--- config.mk ---
export PLATFORM = sky130hd
export DESIGN_NAME = alu_multicycle
export DESIGN_NICKNAME = d
export VERILOG_FILES = /design/src/rtl/alu_pkg.sv /design/src/rtl/alu_flag_gen.sv /design/src/rtl/alu_multicycle.sv
export SDC_FILE = /design/constraint.sdc
export NUM_CORES = 1
export LEC_CHECK = 0
export CAP_MARGIN = 20
export CORE_ASPECT_RATIO = 2
export CORE_MARGIN = 10
export CORE_UTILIZATION = 30
export DETAILED_ROUTE_END_ITERATION = 8
export PLACE_DENSITY = 0.43
export SYNTH_ARGS = -nofsm -noshare
export SYNTH_HDL_FRONTEND = slang
export SYNTH_HIERARCHICAL = 1
export SYNTH_SLANG_ARGS = --single-unit
--- constraint.sdc ---
create_clock -name clk_i -period 7.5 [get_ports clk_i]
set_input_delay 1.125 -clock clk_i [delete_from_list [all_inputs] [get_ports clk_i]]
set_output_delay 1.125 -clock clk_i [all_outputs]
set_load 0.005 [all_outputs]
--- src/rtl/alu_pkg.sv ---
// Shared types for the multi-cycle ALU: opcodes, flag bit positions and FSM states.
package alu_pkg;

  typedef enum logic [3:0] {
    OpAdd = 4'b0000,
    OpSub = 4'b0001,
    OpShl = 4'b0010,
    OpShr = 4'b0011,
    OpOr  = 4'b0100,
    OpAnd = 4'b0101,
    OpXor = 4'b0110,
    OpNot = 4'b0111,
    OpMul = 4'b1000,
    OpAsr = 4'b1001
  } op_e;

  localparam int unsigned FlagZ = 0;
  localparam int unsigned FlagV = 1;
  localparam int unsigned FlagN = 2;
  localparam int unsigned FlagC = 3;

  typedef enum logic [1:0] {
    StIdle,
    StExec,
    StDone
  } state_e;

endpackage

--- src/rtl/alu_flag_gen.sv ---
// Combinational Z/V/N/C generation from a final result and the raw carry/overflow.
module alu_flag_gen
  import alu_pkg::*;
#(
  parameter int unsigned BITS = 8
) (
  input  op_e             opcode_i,
  input  logic [BITS-1:0] result_i,
  input  logic            carry_i,
  input  logic            overflow_i,
  output logic [3:0]      flags_o
);

  always_comb begin
    flags_o        = '0;
    flags_o[FlagZ] = (result_i == '0);
    flags_o[FlagN] = result_i[BITS-1];
    case (opcode_i)
      OpAdd, OpSub: begin
        flags_o[FlagC] = carry_i;
        flags_o[FlagV] = overflow_i;
      end
      OpShl, OpShr, OpAsr, OpMul: flags_o[FlagC] = carry_i;
      default: ;
    endcase
  end

endmodule

--- src/rtl/alu_multicycle.sv ---
// Multi-cycle ALU: single-cycle arithmetic/logic, bit-serial shifts and shift-add multiply,
// with a valid/ready handshake on both the request and the result side.
module alu_multicycle
  import alu_pkg::*;
#(
  parameter int unsigned BITS = 8
) (
  input  logic            clk_i,
  input  logic            rst_i,
  input  logic            valid_i,
  output logic            ready_o,
  input  logic [BITS-1:0] bus_a_i,
  input  logic [BITS-1:0] bus_b_i,
  input  logic [3:0]      control_i,
  output logic            valid_o,
  input  logic            ready_i,
  output logic [BITS-1:0] bus_s_o,
  output logic [3:0]      flags_o
);

  localparam int unsigned     CntW     = $clog2(BITS + 1);
  localparam logic [BITS-1:0] BitsVal  = BITS'(BITS);
  localparam logic [CntW-1:0] CntFull  = CntW'(BITS);

  state_e            state_q, state_d;
  op_e               op_q, op_d;
  logic [2*BITS-1:0] work_q, work_d;  // shift register, or {partial product, multiplier}
  logic [BITS-1:0]   mcand_q, mcand_d;
  logic [CntW-1:0]   cnt_q, cnt_d;
  logic [BITS-1:0]   res_q, res_d;
  logic [3:0]        flags_q, flags_d;

  op_e             op_in;
  logic [CntW-1:0] k_in;
  logic            load, go_exec, step_c;
  op_e             fin_op;
  logic [BITS-1:0] fin_res;
  logic            fin_c, fin_v;
  logic [BITS:0]   mul_sum;
  logic [3:0]      fin_flags;

  assign op_in = op_e'(control_i);
  assign k_in  = (bus_b_i >= BitsVal) ? CntFull : CntW'(bus_b_i);

  always_comb begin
    state_d = state_q;
    op_d    = op_q;
    work_d  = work_q;
    mcand_d = mcand_q;
    cnt_d   = cnt_q;
    load    = 1'b0;
    go_exec = 1'b0;
    fin_op  = op_q;
    fin_res = '0;
    fin_c   = 1'b0;
    fin_v   = 1'b0;
    step_c  = 1'b0;
    mul_sum = '0;
    unique case (state_q)
      StIdle: begin
        fin_op = op_in;
        case (op_in)
          OpAdd: begin
            {fin_c, fin_res} = {1'b0, bus_a_i} + {1'b0, bus_b_i};
            fin_v = (bus_a_i[BITS-1] == bus_b_i[BITS-1]) && (fin_res[BITS-1] != bus_a_i[BITS-1]);
          end
          OpSub: begin
            {fin_c, fin_res} = {1'b0, bus_a_i} + {1'b0, ~bus_b_i} + {{BITS{1'b0}}, 1'b1};
            fin_v = (bus_a_i[BITS-1] != bus_b_i[BITS-1]) && (fin_res[BITS-1] != bus_a_i[BITS-1]);
          end
          OpShl, OpShr, OpAsr: begin
            fin_res = bus_a_i;
            go_exec = (k_in != '0);
          end
          OpOr:  fin_res = bus_a_i | bus_b_i;
          OpAnd: fin_res = bus_a_i & bus_b_i;
          OpXor: fin_res = bus_a_i ^ bus_b_i;
          OpNot: fin_res = ~bus_a_i;
          OpMul: go_exec = 1'b1;
          default: ;
        endcase
        if (valid_i) begin
          op_d    = op_in;
          mcand_d = bus_a_i;
          cnt_d   = (op_in == OpMul) ? CntFull : k_in;
          work_d  = (op_in == OpMul) ? {{BITS{1'b0}}, bus_b_i} : {{BITS{1'b0}}, bus_a_i};
          if (go_exec) begin
            state_d = StExec;
          end else begin
            state_d = StDone;
            load    = 1'b1;
          end
        end
      end
      StExec: begin
        case (op_q)
          OpShl: begin
            step_c = work_q[BITS-1];
            work_d = {{BITS{1'b0}}, work_q[BITS-2:0], 1'b0};
          end
          OpShr: begin
            step_c = work_q[0];
            work_d = {{BITS{1'b0}}, 1'b0, work_q[BITS-1:1]};
          end
          OpAsr: begin
            step_c = work_q[0];
            work_d = {{BITS{1'b0}}, work_q[BITS-1], work_q[BITS-1:1]};
          end
          default: begin
            // Shift-add step: conditionally add multiplicand to upper half, shift right.
            mul_sum = {1'b0, work_q[2*BITS-1:BITS]} +
                      {1'b0, (work_q[0] ? mcand_q : {BITS{1'b0}})};
            work_d  = {mul_sum, work_q[BITS-1:1]};
          end
        endcase
        cnt_d   = cnt_q - 1'b1;
        fin_res = work_d[BITS-1:0];
        fin_c   = (op_q == OpMul) ? (work_d[2*BITS-1:BITS] != '0) : step_c;
        if (cnt_q == CntW'(1)) begin
          state_d = StDone;
          load    = 1'b1;
        end
      end
      StDone: begin
        if (ready_i) state_d = StIdle;
      end
      default: state_d = StIdle;
    endcase
  end

  alu_flag_gen #(
    .BITS(BITS)
  ) u_flag_gen (
    .opcode_i  (fin_op),
    .result_i  (fin_res),
    .carry_i   (fin_c),
    .overflow_i(fin_v),
    .flags_o   (fin_flags)
  );

  always_comb begin
    res_d   = res_q;
    flags_d = flags_q;
    if (load) begin
      res_d   = fin_res;
      flags_d = fin_flags;
    end
  end

  always_ff @(posedge clk_i) begin
    if (rst_i) begin
      state_q <= StIdle;
      op_q    <= OpAdd;
      work_q  <= '0;
      mcand_q <= '0;
      cnt_q   <= '0;
      res_q   <= '0;
      flags_q <= '0;
    end else begin
      state_q <= state_d;
      op_q    <= op_d;
      work_q  <= work_d;
      mcand_q <= mcand_d;
      cnt_q   <= cnt_d;
      res_q   <= res_d;
      flags_q <= flags_d;
    end
  end

  assign ready_o = (state_q == StIdle);
  assign valid_o = (state_q == StDone);
  assign bus_s_o = res_q;
  assign flags_o = flags_q;

endmodule

# == After elaboration in Yosys (flattened, before gate mapping) ==
# Cells that the tools add are included.
# word_totals
ff_bits,46
inputBits,24
output_inout_bits,14
wordCells,94
# op_classes
n_bitwise,5
magnitude_cmp,1
reduce_logical,16
n_mux,32
add_sub_neg,5
eq_ne,28
# op_table
operator,count
$pmux W8 S7,1
$pmux W16 S3,1
$mux W16,2
$pmux W16 S2,1
$add A8 B8 Y9,3
$eq A4 B2 Y1 const B,6
$eq A4 B4 Y1 const B,6
$eq A4 B3 Y1 const B,4
$mux W4,4
$mux W8,2
$not A8 Y8,2
$pmux W8 S2,1
$eq A4 B1 Y1 const B,3
$pmux W1 S2,6
$add A9 B1 Y9 const B,1
$and A8 B8 Y8,1
$ge A8 B4 Y1 const B,1
$logic_not A4 Y1,2
$logic_not A8 Y1,1
$mux W1,8
$mux W2,4
$or A8 B8 Y8,1
$pmux W4 S2,1
$reduce_bool A8 Y1,1
18 further kinds,24

# == Depth between registers and ports, before layout ==
# Gate-level depths: netlist (run 1).
# depth
depth_word,8
ltp_mapped,14
depth_no_buf,14

# == Hierarchy ==
# The synthesis (run 1) kept the hierarchy.
# modules_own_cells
mod,seq_area_each_um2,area_each_um2,cells_each,n_inst
alu_multicycle,920.9,4154.0,560,1
alu_flag_gen,0.0,46.3,7,1

# == Worst setup path after synthesis (run 1) ==
# OpenSTA, ideal clock, no wires.
# synth_timing
kind,input port to flip-flop
startpoint,input port bus_a_i[2]
endpoint,"register flags_q[0], in the netlist flags_o[0]"
arrival_time_ns,3.427
setup_time_ns,0.065
path_stages,13
required_time_ns,7.435
n_path_buf,1
setup_slack_ns,4.008
cell_sequence,inv_1 ha_1 buf_2 nor3_1 nor3_1 o221ai_1 a211o_1 o211ai_1 nand3b_1 or4_1 nor2_1 mux2i_1 nor2_1
# synth_between
elab_chain_len,5
elab_cells_between_ends,10
cone_classes,add/sub: 3; mux: 2; bitwise: 4; reduce/logical: 1
# synth_rtl
item,line_no,text
from (decl),alu_multicycle.sv:12,"input logic [BITS-1:0] bus_a_i,"
$add A8 B8 Y9,alu_multicycle.sv:68,"{fin_c, fin_res} = {1'b0, bus_a_i} + {1'b0, ~bus_b_i} + {{BITS{1'b0}}, 1'b1};"
$add A9 B1 Y9,alu_multicycle.sv:68,
$pmux W8 S7 (*),alu_multicycle.sv:62,case (op_in)
$pmux W8 S2 (*),alu_multicycle.sv:59,unique case (state_q)
net fin_res[7],alu_multicycle.sv:37,logic [BITS-1:0] fin_res;
$logic_not A8 Y1 (*),alu_flag_gen.sv:16,flags_o[FlagZ] = (result_i == '0);
net fin_flags[0],alu_multicycle.sv:40,logic [3:0] fin_flags;
to (signal assigned),alu_multicycle.sv:166,flags_q <= flags_d;
to (decl),alu_multicycle.sv:31,"logic [3:0] flags_q, flags_d;"
# Mark *: on every way through the listed nets, which the timed path passes. The rest lies on a longest branch.
# A chain may end at the register's enable or synchronous reset.

# == Worst setup path in the final report (run 1) ==
# layout_timing
startpoint,input port bus_b_i[2]
endpoint,"register flags_q[0], in the netlist flags_o[0]"
# layout_between
elab_cells_between_ends,18
cone_classes,add/sub: 3; order compare: 1; mux: 8; bitwise: 4; reduce/logical: 2
# layout_rtl
item,line_no,text
from (decl),alu_multicycle.sv:13,"input logic [BITS-1:0] bus_b_i,"
$not A8 Y8,alu_multicycle.sv:68,
$add A8 B8 Y9,alu_multicycle.sv:68,
$add A9 B1 Y9,alu_multicycle.sv:68,
$pmux W8 S7 (*),alu_multicycle.sv:62,
$pmux W8 S2 (*),alu_multicycle.sv:59,
net fin_res[7],alu_multicycle.sv:37,
$logic_not A8 Y1 (*),alu_flag_gen.sv:16,
net fin_flags[0],alu_multicycle.sv:40,
# Mark *: on every way through the listed nets, which the timed path passes. The rest lies on a longest branch. The select of a mux whose other input is x is not followed.

==> results of run 1 <==
==> worst max-delay path by stage <==
stage	to	cells after the start	from	slack, ns
2_1_floorplan	flags_o[0]	13	bus_a_i[2]	4.01
3_3_place_gp	flags_o[0]	13	bus_b_i[2]	2.77
3_5_place_dp	flags_o[0]	13	bus_b_i[2]	2.76
4_1_cts	flags_o[0]	13	bus_b_i[2]	3.07
5_1_grt	flags_o[0]	13	bus_b_i[2]	2.88
6_report	flags_o[0]	13	bus_b_i[2]	3.03
==> state kept, by name, summed over array words and instances (netlist names) <==
register,count
mcand_q,8
op_q,4
flags_o,4
work_q,16
cnt_q,4
state_q,2
bus_s_o,8
==> metrics by stage <==
step	power, mW	area [um^2]	hold WS, ns
finish	0.763	4870	0.449
global route	0.803	4870	0.477
CTS	0.773	4870	0.452
detailed placement	0.515	4710	0.443
global placement	0.516	4710	0.440
floorplan	0.423	4190	0.432
==> placed cells by master (no fill, tap or decap), types with 13 or more instances in the layout <==
cell / count
a21o_1: 14
a21oi_1: 56
clkdlybuf4s50_1: 36
dfxtp_1: 46
ha_1: 34
inv_1: 31
mux2i_1: 13
nand2_1: 50
nor2_1: 71
nor3_1: 14
o21ai_0: 25
==> power by group <==
part           total, mW  leakage [nW]  switching [mW]  internal (mW)
combinational      0.234          1.55           0.141         0.0934
clock              0.254        0.0836          0.0975          0.156
sequential         0.275         0.376          0.0153          0.260
total              0.763          2.01           0.253          0.510
==> critical path, delay by kind of cell <==
family | cells | cell delay, ns
AND/OR/NAND/NOR | 6 | 1.51
AO/OA/AOI/OAI | 3 | 0.81
adder cells (fa/ha/maj) | 1 | 0.46
multiplexers | 1 | 0.08
buffers and inverters | 2 | 0.71
==> metal layers <==
layer / routed length [um] / GRT usage, % / part of all wire, % / vias up
met2: 9140 / 32.1 / 57 / 71
met3: 257 / 1.28 / 1.6 / 29
met4: 668 / 8.24 / 4.2 / 0
met5: 0 / 0 / 0 / -
li1: - / - / - / 2066
met1: 5850 / 15.2 / 37 / 2000
==> layout make-up <==
class	count	area [um^2]
well taps	189	236
inverters	31	116
repair buffers	46	433
multi-input cells	456	3000
fillers	1483	8940
clock buffers	5	125
flip-flops and latches	46	921
clock inverters	3	40.0
==> out/results.ini, run 1 <==
[timing]
slew_headroom_pct = 31.7
setup_slack_ns = 3.03
skew_ns = 0.0117
timing.setup.tns_ns = 0
finalHoldViolCount = 0
rsz0062_at_grt = no
finalSetupViolations = 0
post-route-period-util_pct = 59.6
fin_crit_ns = 4.47
report.final.slew_viol_count = 0
max_freq_ghz = 0.224
worst_slew_pin_slew_ns = 1.02

[floorplan]
core-area_um2 = 13800
fp.dieH_um = 187
die_width_um = 104
io_pins = 38
start_util_pct = 30.3
dieArea_um2 = 19400
std_cell_rows = 61

[routing]
drc = 0
wl_per_cell_um = 20.5
vias = 4166
vias_per_cell = 5.37
firstDrtPassIters = 4
drt_iter0_drc = 223
routed_wl_um = 15900
final_antenna_net_count = 0

[setup_path]
crit_chain = clkdlybuf4s50_1 > inv_1 > ha_1 > nor3_1 > nor3_1 > o221ai_1 > a211o_1 > o211ai_1 > nand3b_1 > or4_1 > nor2_1 > mux2i_1 > nor2_1
cpMaxStageDelayCell = clkdlybuf4s50_1
cpPeakStageDelay_ns = 0.61
rr_worst_depth = 14
path_max_fanout = 9
timing_worst_setup_path_type = in -> reg
critPathArrivalTime_ns = 4.69
reg2reg_slack_ns = 4.24
required_ns = 7.73
end_kind = flop
cp-start-kind = input port
reg2reg_to = flags_o[3]
r2r_start = work_q[0]

[hold_path]
hp-start = mcand_q[3]
holdPathStages = 2
holdPathEnd = mcand_q[3]
hp-class = reg -> reg

[place]
place_congestion = 0.910
portBuffers = 37
dp_hpwl_um = 12700
dpl_worst_slack_ns = 2.76
dpl.cell_count = 768

[status]
outcome = finished clean

[cells_and_area]
fin_nets = 647
final_layout_size_suffix_gt1_share_pct = 6.98
antenna_cells = 0
final_cell_count_no_fill = 776
fin_util_pct = 35.3
syn_to_final_growth_pct = 16.3

[clocking]
postCtsSetupBuffers = 0
clkSinkCount = 46
cts_root_buf = clkbuf_16
cts.repair.resized = 0
clk_pin_slew_worst_paths_ns = 0.07
clk_path_buf_depth = 2
cts_tree = built
hold_buffers = 0
cts_buffers = 5
h-tree-depth = 2
insertion_delay_ns = 0.29

[synth]
avgSynthCellArea_um2 = 7.40
syn-num-nets = 627
netlist_instances = 566
syn_area_um2 = 4190
yosys_warnings = 6

[global_route]
track_usage_pct = 15.9
grt_pass1_vias = 4206
antenna_found_initial = 0
grt_pass1_wl_um = 24300
grt-ovfl-total = 0
grt_max_degree = 50

[power_and_ir_drop]
p_per_area_nw_per_um2 = 157
p_leak_nw = 2.01
peakVddDrop_uv = 79.9

[flow_run]
cap_violations = 0

No activity file was read; power rests on OpenSTA's default activity.
==> inputs of run 2 (changes only) <==
- PLACE_DENSITY: 0.43 -> 0.45
- clock period: 7.5 -> 3.8 ns (I/O delays scaled with it)
==> out/results.ini, run 2 (synthesis results as in run 1) <==
[cells_and_area]
syn_to_final_growth_pct = 23.9
top_register = work_q
largest_reg_flops = 16
final_common_cell = nor2_1
antenna_cells = 0
mostFrequentLayoutCells = nor2_1 (71), a21oi_1 (56), buf_4 (51)
fin_util_pct = 37.6
final_layout_size_suffix_gt1_share_pct = 13.2
fin_nets = 689
final_cell_count_no_fill = 818

[clocking]
cts_buffers = 5
h-tree-depth = 2
clkSinkCount = 46
postCtsSetupBuffers = 0
clk_path_buf_depth = 2
cts_root_buf = clkbuf_16
clk_pin_slew_worst_paths_ns = 0.07
cts.repair.resized = 0
hold_buffers = 0
cts_tree = built
insertion_delay_ns = 0.29

[setup_path]
end_kind = flop
path_max_fanout = 3
cpMaxStageDelayCell = clkdlybuf4s50_1
crit_chain = clkdlybuf4s50_1 > inv_1 > ha_1 > nor3_1 > nor3_1 > buf_4 > o221ai_1 > buf_4 > o211ai_1 > o211ai_1 > nand3b_1 > or4_1 > nor2_1 > mux2i_1 > nor2_1
rr_worst_depth = 14
critPathArrivalTime_ns = 3.70
required_ns = 4.03
cp-start-kind = input port
timing_worst_setup_path_type = in -> reg
cpPeakStageDelay_ns = 0.53

[flow_run]
cap_violations = 0

[floorplan]
fp.dieH_um = 187
core-area_um2 = 13800
dieArea_um2 = 19400
io_pins = 38
start_util_pct = 30.3
std_cell_rows = 61
die_width_um = 104

[place]
place_congestion = 0.925
dp_hpwl_um = 12600
dpl.cell_count = 810
portBuffers = 37

[global_route]
grt-ovfl-total = 0
antenna_found_initial = 0
track_usage_pct = 16.0
grt_pass1_wl_um = 24900
grt_pass1_vias = 4484
grt_max_degree = 50

[timing]
skew_ns = 0.00627
finalHoldViolCount = 0
post-route-period-util_pct = 91.3
worst_slew_pin_slew_ns = 0.991
timing.setup.tns_ns = 0
slew_headroom_pct = 33.9
fin_crit_ns = 3.47
finalSetupViolations = 0
rsz0062_at_grt = no
max_freq_ghz = 0.288
report.final.slew_viol_count = 0

[routing]
firstDrtPassIters = 4
wl_per_cell_um = 19.1
vias = 4362
routed_wl_um = 15600
final_antenna_net_count = 0
drt_iter0_drc = 178
drc = 0
vias_per_cell = 5.33

[power_and_ir_drop]
peakVddDrop_uv = 179
switching_power_mw = 0.508
combPwrFrac_pct = 32.2
internal_power_mw = 1.04
power_mw = 1.55
pwr-share-seq_pct = 35.0
p_leak_nw = 2.22
switching_share_pct = 32.8
p_per_area_nw_per_um2 = 299
power.share.clock_pct = 32.8

[hold_path]
hp-class = reg -> reg
holdPathStages = 2

[status]
outcome = finished clean

==> run 2: cell count changes in the layout (fill, tap and decap cells not counted) <==
cell,previous run,this run
buf_4,9,51
==> run 2: path summary, 6_finish.rpt <==
kind	from	endpoint	slack, ns
worst min register to register	mcand_q[7]	mcand_q[7]	0.45
worst max-delay path	bus_a_i[2]	flags_o[0]	0.33
worst min-delay path	mcand_q[7]	mcand_q[7]	0.45
worst max register to register	work_q[0]	flags_o[3]	0.54
==> run 2: worst max-delay path: cells and delay by family <==
family	cells	cell delay, ns
adders and majority gates	1	0.32
AOI/OAI and AO/OA	3	0.55
buffers and inverters	4	0.93
muxes	1	0.08
and+or+nand+nor	6	1.24
==> run 2: cell type report <==
type	count	area, um^2
clock inverters	3	40.0
flip-flops and latches	46	921
inverters	31	116
well taps	189	236
clock buffers	5	125
multi-input cells	456	3000
fillers	1453	8630
repair buffers	88	748
==> run 2: through the flow <==
step / area [um^2] / hold slack, ns / worst slack, ns
finish: 5190 / 0.453 / 0.331
CTS: 5190 / 0.457 / 0.302
global placement: 5020 / 0.445 / 0.0829
detailed placement: 5020 / 0.447 / 0.00198
floorplan: 4190 / 0.432 / 0.863
global route: 5190 / 0.485 / 0.112
==> run 2: power by group through the flow <==
stage                     clock network, mW  registers [mW]  logic (mW)
after detailed placement                  0           0.553       0.499
after global routing                  0.547           0.546       0.551
after floorplan                           0           0.542       0.293
after global placement                    0           0.553       0.498
after CTS                             0.523           0.542       0.501
final                                 0.508           0.542       0.500
==> run 2: per-layer routing <==
layer  up-vias  track usage [%]  routed length (um)
li1       2150                -                   -
met1      2087             14.8                5600
met2        88             32.2                9000
met3        37             1.59                 256
met4         0             8.90                 756
met5         -                0                   0
